**config.mk**
```make
export PLATFORM = sky130hd
export DESIGN_NAME = uart_cmd_rx
export DESIGN_NICKNAME = d
export VERILOG_FILES = /design/src/rtl/uart_cmd_rx.sv
export SDC_FILE = /design/constraint.sdc
export NUM_CORES = 1
export LEC_CHECK = 0
export BUFFER_PORTS_ARGS = -buffer_cell sky130_fd_sc_hd__clkbuf_2
export CAP_MARGIN = 5
export CORE_MARGIN = 2
export CORE_UTILIZATION = 45
export DETAILED_ROUTE_END_ITERATION = 7
export PLACE_DENSITY_LB_ADDON = 0.25
export SLEW_MARGIN = 20
export SYNTH_ARGS = -nofsm -noshare
export SYNTH_HDL_FRONTEND = slang
export SYNTH_SLANG_ARGS = --single-unit
```
**constraint.sdc**
```tcl
create_clock -name i_clk -period 4.83 [get_ports i_clk]
set_input_delay 0.483 -clock i_clk [delete_from_list [all_inputs] [get_ports i_clk]]
set_output_delay 0.483 -clock i_clk [all_outputs]
set_load 0.005 [all_outputs]
```
**src/rtl/uart_cmd_rx.sv**
```systemverilog
// rtl/uart_cmd_rx.sv - 8N1 UART receiver with ASCII W/R register command parser
module uart_cmd_rx #(
  parameter int CLKS_PER_BIT = 434,
  parameter int TIMEOUT_CLKS = 5000000
) (
  input  logic        i_clk,
  input  logic        i_rst_n,
  input  logic        i_uart_rx,
  output logic        o_wr_en,
  output logic [7:0]  o_wr_addr,
  output logic [31:0] o_wr_data,
  output logic        o_rd_req,
  output logic [7:0]  o_rd_addr,
  output logic        o_err,
  output logic [7:0]  o_err_cnt
);

  localparam int BW = $clog2(CLKS_PER_BIT);
  localparam int TW = $clog2(TIMEOUT_CLKS + 1);
  localparam logic [BW-1:0] HALF_BIT = BW'(CLKS_PER_BIT / 2 - 1);
  localparam logic [BW-1:0] FULL_BIT = BW'(CLKS_PER_BIT - 1);
  localparam logic [TW-1:0] TO_LAST  = TW'(TIMEOUT_CLKS - 1);

  typedef enum logic [2:0] {R_IDLE, R_START, R_DATA, R_STOP, R_WAITHI} r_state_t;
  typedef enum logic [2:0] {P_IDLE, P_ADDR, P_DATA, P_EOL, P_DISCARD} p_state_t;

  r_state_t      r_state;
  p_state_t      p_state;
  logic          rx_meta, rx_sync, rx_prev;
  logic [BW-1:0] bit_cnt;
  logic [2:0]    bit_idx;
  logic [7:0]    rx_shift, rx_byte;
  logic          rx_valid, frame_err;
  logic          is_wr;
  logic [2:0]    nib_cnt;
  logic [7:0]    addr_sh;
  logic [31:0]   data_sh;
  logic [TW-1:0] to_cnt;

  // Returns {is_hex, nibble}; letters map via low nibble + 9 ('A'/'a' low nibble is 1)
  function automatic logic [4:0] hex_decode(input logic [7:0] c);
    logic [4:0] r;
    r = 5'd0;
    if (c >= 8'h30 && c <= 8'h39)
      r = {1'b1, c[3:0]};
    else if ((c >= 8'h41 && c <= 8'h46) || (c >= 8'h61 && c <= 8'h66))
      r = {1'b1, c[3:0] + 4'd9};
    return r;
  endfunction

  logic [4:0] hex;
  logic       is_term, is_space, is_w, is_r, active;
  logic       byte_err, timeout_hit, err_evt;

  assign hex      = hex_decode(rx_byte);
  assign is_term  = (rx_byte == 8'h0D) || (rx_byte == 8'h0A);
  assign is_space = (rx_byte == 8'h20);
  assign is_w     = (rx_byte == 8'h57) || (rx_byte == 8'h77);
  assign is_r     = (rx_byte == 8'h52) || (rx_byte == 8'h72);
  assign active   = (p_state == P_ADDR) || (p_state == P_DATA) || (p_state == P_EOL);

  assign byte_err = rx_valid && (
      ((p_state == P_IDLE) && !is_w && !is_r && !is_term && !is_space) ||
      (((p_state == P_ADDR) || (p_state == P_DATA)) && !hex[4]) ||
      ((p_state == P_EOL) && !is_term));
  assign timeout_hit = active && !rx_valid && (to_cnt == TO_LAST);
  // Framing, parse and timeout errors that coincide collapse into one event
  assign err_evt = frame_err || byte_err || timeout_hit;

  // Two-flop synchroniser plus previous-sample register for falling-edge detect
  always_ff @(posedge i_clk or negedge i_rst_n) begin
    if (!i_rst_n) begin
      rx_meta <= 1'b1;
      rx_sync <= 1'b1;
      rx_prev <= 1'b1;
    end else begin
      rx_meta <= i_uart_rx;
      rx_sync <= rx_meta;
      rx_prev <= rx_sync;
    end
  end

  // Bit-level receive FSM: mid-bit sampling, LSB first, stop-bit validation
  always_ff @(posedge i_clk or negedge i_rst_n) begin
    if (!i_rst_n) begin
      r_state   <= R_IDLE;
      bit_cnt   <= '0;
      bit_idx   <= '0;
      rx_shift  <= '0;
      rx_byte   <= '0;
      rx_valid  <= 1'b0;
      frame_err <= 1'b0;
    end else begin
      rx_valid  <= 1'b0;
      frame_err <= 1'b0;
      case (r_state)
        R_IDLE: begin
          bit_cnt <= '0;
          if (rx_prev && !rx_sync) r_state <= R_START;
        end
        R_START: begin
          if (bit_cnt == HALF_BIT) begin
            bit_cnt <= '0;
            bit_idx <= '0;
            r_state <= rx_sync ? R_IDLE : R_DATA;
          end else begin
            bit_cnt <= bit_cnt + 1'b1;
          end
        end
        R_DATA: begin
          if (bit_cnt == FULL_BIT) begin
            bit_cnt  <= '0;
            rx_shift <= {rx_sync, rx_shift[7:1]};
            bit_idx  <= bit_idx + 1'b1;
            if (bit_idx == 3'd7) r_state <= R_STOP;
          end else begin
            bit_cnt <= bit_cnt + 1'b1;
          end
        end
        R_STOP: begin
          if (bit_cnt == FULL_BIT) begin
            bit_cnt <= '0;
            if (rx_sync) begin
              rx_valid <= 1'b1;
              rx_byte  <= rx_shift;
              r_state  <= R_IDLE;
            end else begin
              frame_err <= 1'b1;
              r_state   <= R_WAITHI;
            end
          end else begin
            bit_cnt <= bit_cnt + 1'b1;
          end
        end
        R_WAITHI: if (rx_sync) r_state <= R_IDLE;
        default:  r_state <= R_IDLE;
      endcase
    end
  end

  // Command parser FSM with registered strobes, error pulse and saturating count
  always_ff @(posedge i_clk or negedge i_rst_n) begin
    if (!i_rst_n) begin
      p_state   <= P_IDLE;
      is_wr     <= 1'b0;
      nib_cnt   <= '0;
      addr_sh   <= '0;
      data_sh   <= '0;
      to_cnt    <= '0;
      o_wr_en   <= 1'b0;
      o_wr_addr <= '0;
      o_wr_data <= '0;
      o_rd_req  <= 1'b0;
      o_rd_addr <= '0;
      o_err     <= 1'b0;
      o_err_cnt <= '0;
    end else begin
      o_wr_en  <= 1'b0;
      o_rd_req <= 1'b0;
      o_err    <= err_evt;
      if (err_evt && (o_err_cnt != 8'hFF)) o_err_cnt <= o_err_cnt + 1'b1;
      to_cnt <= (rx_valid || !active) ? '0 : to_cnt + 1'b1;

      if (frame_err) begin
        p_state <= P_DISCARD;
      end else if (timeout_hit) begin
        p_state <= P_IDLE;
      end else if (rx_valid) begin
        case (p_state)
          P_IDLE: begin
            nib_cnt <= '0;
            if (is_w || is_r) begin
              is_wr   <= is_w;
              p_state <= P_ADDR;
            end else if (!is_term && !is_space) begin
              p_state <= P_DISCARD;
            end
          end
          P_ADDR: begin
            if (hex[4]) begin
              addr_sh <= {addr_sh[3:0], hex[3:0]};
              nib_cnt <= nib_cnt + 1'b1;
              if (nib_cnt == 3'd1) begin
                nib_cnt <= '0;
                p_state <= is_wr ? P_DATA : P_EOL;
              end
            end else begin
              p_state <= is_term ? P_IDLE : P_DISCARD;
            end
          end
          P_DATA: begin
            if (hex[4]) begin
              data_sh <= {data_sh[27:0], hex[3:0]};
              nib_cnt <= nib_cnt + 1'b1;
              if (nib_cnt == 3'd7) p_state <= P_EOL;
            end else begin
              p_state <= is_term ? P_IDLE : P_DISCARD;
            end
          end
          P_EOL: begin
            if (is_term) begin
              if (is_wr) begin
                o_wr_en   <= 1'b1;
                o_wr_addr <= addr_sh;
                o_wr_data <= data_sh;
              end else begin
                o_rd_req  <= 1'b1;
                o_rd_addr <= addr_sh;
              end
              p_state <= P_IDLE;
            end else begin
              p_state <= P_DISCARD;
            end
          end
          P_DISCARD: if (is_term) p_state <= P_IDLE;
          default:   p_state <= P_IDLE;
        endcase
      end
    end
  end

endmodule

```
==> metrics.cfg <==
[sta]
slew_viol_final=0
fin_ws_ns=1.68
layout_min_cycle_time_ns=3.15
fin_skew_ns=0.0114
fmax_mhz=317
tns_ns=0
holdWs_ns=0.109
rsz0062_at_grt=false
relSlewSlack=0.368
hold_viol_final=0
fin_crit_sh=0.653
setup_viol=0
worst_pin_slew_ns=0.948

[pwr]
peakVddDrop_mv=0.223
p_leak_nw=4.17
p_per_area_nw_per_um2=334

[final_layout]
final_core_util=0.529
drive_above_1_share=0.310
syn_to_final_growth_pct=15.0
antenna_cells=0
nNetsFinal=672
fillers=1386

[synth]
synth_area_per_cell_sq_um=12.4
synth_edf_count=0
synth_ff_type=dfrtp_1
synth_nets=609
yosysSeqAreaShare=0.565
postSynthCellCount=592
synthArstFlopShare=1.00
ys_ff_latch=165
synth_warnings=0
synthesis.area_sq_um=7320
yosysUniqueCellTypes=58

[clocking]
h-tree-depth=4
cts_tree=yes
cts_resized=0
numClockSinks=165
clk_pin_slew_ns=0.07
postCtsSetupBuffers=0
insertion_delay_ns=0.43
clockRootBuffer=clkbuf_16
hold_buffers=0
cts_buffer_depth=2
cts_made_buffers=17

[route]
first_iter_violations=197
drc=0
firstDrtPassIters=4
top_layer_used=met4
met1_length_mm=6.08
vias=4615
ant_nets=0
viasPerCell=5.22
routed_wl_mm=13.3
wl_per_cell_microns=15.0
wl_met3_microns=430
wl_met2_mm=6.61

[global_route]
grt_max_degree=85
grt_pass1_vias=4759
grt_overflow=0
grt_pass1_wl_mm=23.5
antenna_found_initial=0
grt.total_usage=0.167

[floorplan]
core_sq_um=15900
start_util=0.461
fp.dieArea_sq_um=17300
dieHeight_microns=132
die_w_microns=132
row_count=46
pin_count=62

[critical_path]
critPathMaxFanout=36
path_class=reg2reg
start_kind=flop
critPathArrivalTime_ns=3.46
cp.required_ns=5.14
critPathCaptureType=flop

[job]
drv_cap=0

[place]
gp_congestion=0.771
dp_slack_ns=1.69
dpl.hpwl_mm=9.03
numPortBuffers=61

[min_path]
hold_class=in2async

[outcome]
status=completed

-- state kept, by name (all words and copies together), names as in the netlist, 3 cells and up --
register   flops
nib_cnt        3
bit_idx        3
o_wr_data     32
o_err_cnt      8
o_rd_addr      8
rx_byte        8
bit_cnt        9
p_state        3
data_sh       32
rx_shift       8
r_state        3
to_cnt        23
o_wr_addr      8
addr_sh        8
-- layout by cell type (no fill, tap or decap), types with 3 or more instances in the layout --
cell type / n
dfrtp_1: 162
mux2_2: 79
clkbuf_2: 60
nor2_1: 54
nand2_1: 35
o21ai_0: 23
mux2_4: 22
inv_1: 20
a21oi_1: 20
clkbuf_16: 17
nand3_1: 16
xor2_1: 16
ha_1: 14
and3_1: 12
nand4_1: 9
xnor2_1: 9
or3_1: 8
nand2b_1: 8
nor2b_1: 6
nor3_1: 4
a31oi_1: 4
inv_6: 4
buf_4: 4
nand3b_1: 3
o31ai_1: 3
bufinv_16: 3
clkinvlp_4: 3
clkbuf_1: 3
dfstp_2: 3
-- metrics by stage --
step                      instance area, sq um  std cells  power, W
after floorplan                           7320        592   0.00143
after global placement                    7800        852   0.00146
after detailed placement                  7800        852   0.00146
after CTS                                 8400        884   0.00284
after global routing                      8410        884   0.00291
final                                     8410        884   0.00281
-- metal layers --
| metal | global-route usage | up-vias |
|---|---|---|
| met1 | 0.217 | 2318 |
| met3 | 0.0390 | 17 |
| met2 | 0.273 | 74 |
| met5 | 0 | - |
| met4 | 0.0634 | 0 |
| li1 | - | 2206 |
-- cells in the mapped netlist, types with 6 or more instances --
| cell type | instances | area share |
|---|---|---|
| xnor2_1 | 9 | 0.011 |
| and3_1 | 12 | 0.010 |
| xor2_1 | 16 | 0.019 |
| mux2_4 | 22 | 0.045 |
| ha_1 | 14 | 0.024 |
| mux2_2 | 79 | 0.12 |
| inv_1 | 20 | 0.010 |
| nand2b_1 | 8 | 0.0068 |
| nand4_1 | 9 | 0.0077 |
| o21ai_0 | 23 | 0.016 |
| dfrtp_1 | 162 | 0.55 |
| or3_1 | 9 | 0.0077 |
| nand3_1 | 16 | 0.011 |
| nor2b_1 | 6 | 0.0051 |
| nand2_1 | 35 | 0.018 |
| a21oi_1 | 20 | 0.014 |
| nor2_1 | 54 | 0.028 |
| clkbuf_1 | 9 | 0.0046 |
-- path summary, 6_finish.rpt --
path	to	start	slack (ns)	cells past startpoint
worst max-delay path	data_sh[17]	rx_byte[0]	1.68	7
worst min register to register	rx_sync	rx_meta	0.36	0
worst min-delay path	o_wr_data[21]	i_rst_n	0.11	1
max in group asynchronous	rx_byte[4]	i_rst_n	3.64	2
min in group i_clk	rx_meta	i_uart_rx	0.14	1
worst max register to register	data_sh[17]	rx_byte[0]	1.68	7
-- cells by family after synthesis --
logic type	Yosys count	synth area share
muxes	101	0.167
AOI/OAI and AO/OA	75	0.0677
DFF	165	0.565
adders and majority gates	14	0.0239
buffers and inverters	41	0.0291
and+or+nand+nor	171	0.118
xor gates and xnor gates	25	0.0299
-- critical path, stage by stage, from the launching register on --
cell,delay (ns)
dfrtp_1,0.44
inv_1,0.11
ha_1,0.23
o21bai_1,0.14
a2111oi_2,0.61
o21ai_2,0.19
or3_2,0.86
mux2_4,0.44
-- power breakdown --
part / internal (W) / switching [W]
Sequential: 0.00139 / 0.00000461
Combinational: 0.00000733 / 0.0000332
Clock: 0.000824 / 0.000550
-- cell type report --
class,count,area [sq um],share of cell area
sequential,165,4130,0.491
multi-input combinational,386,2990,0.355
clock buffer,20,437,0.0519
timing repair buffer,65,342,0.0406
tap,216,270,0.0321
clock inverter,12,168,0.0199
inverter,20,75.1,0.00893
No activity file was read; power rests on OpenSTA's default activity.
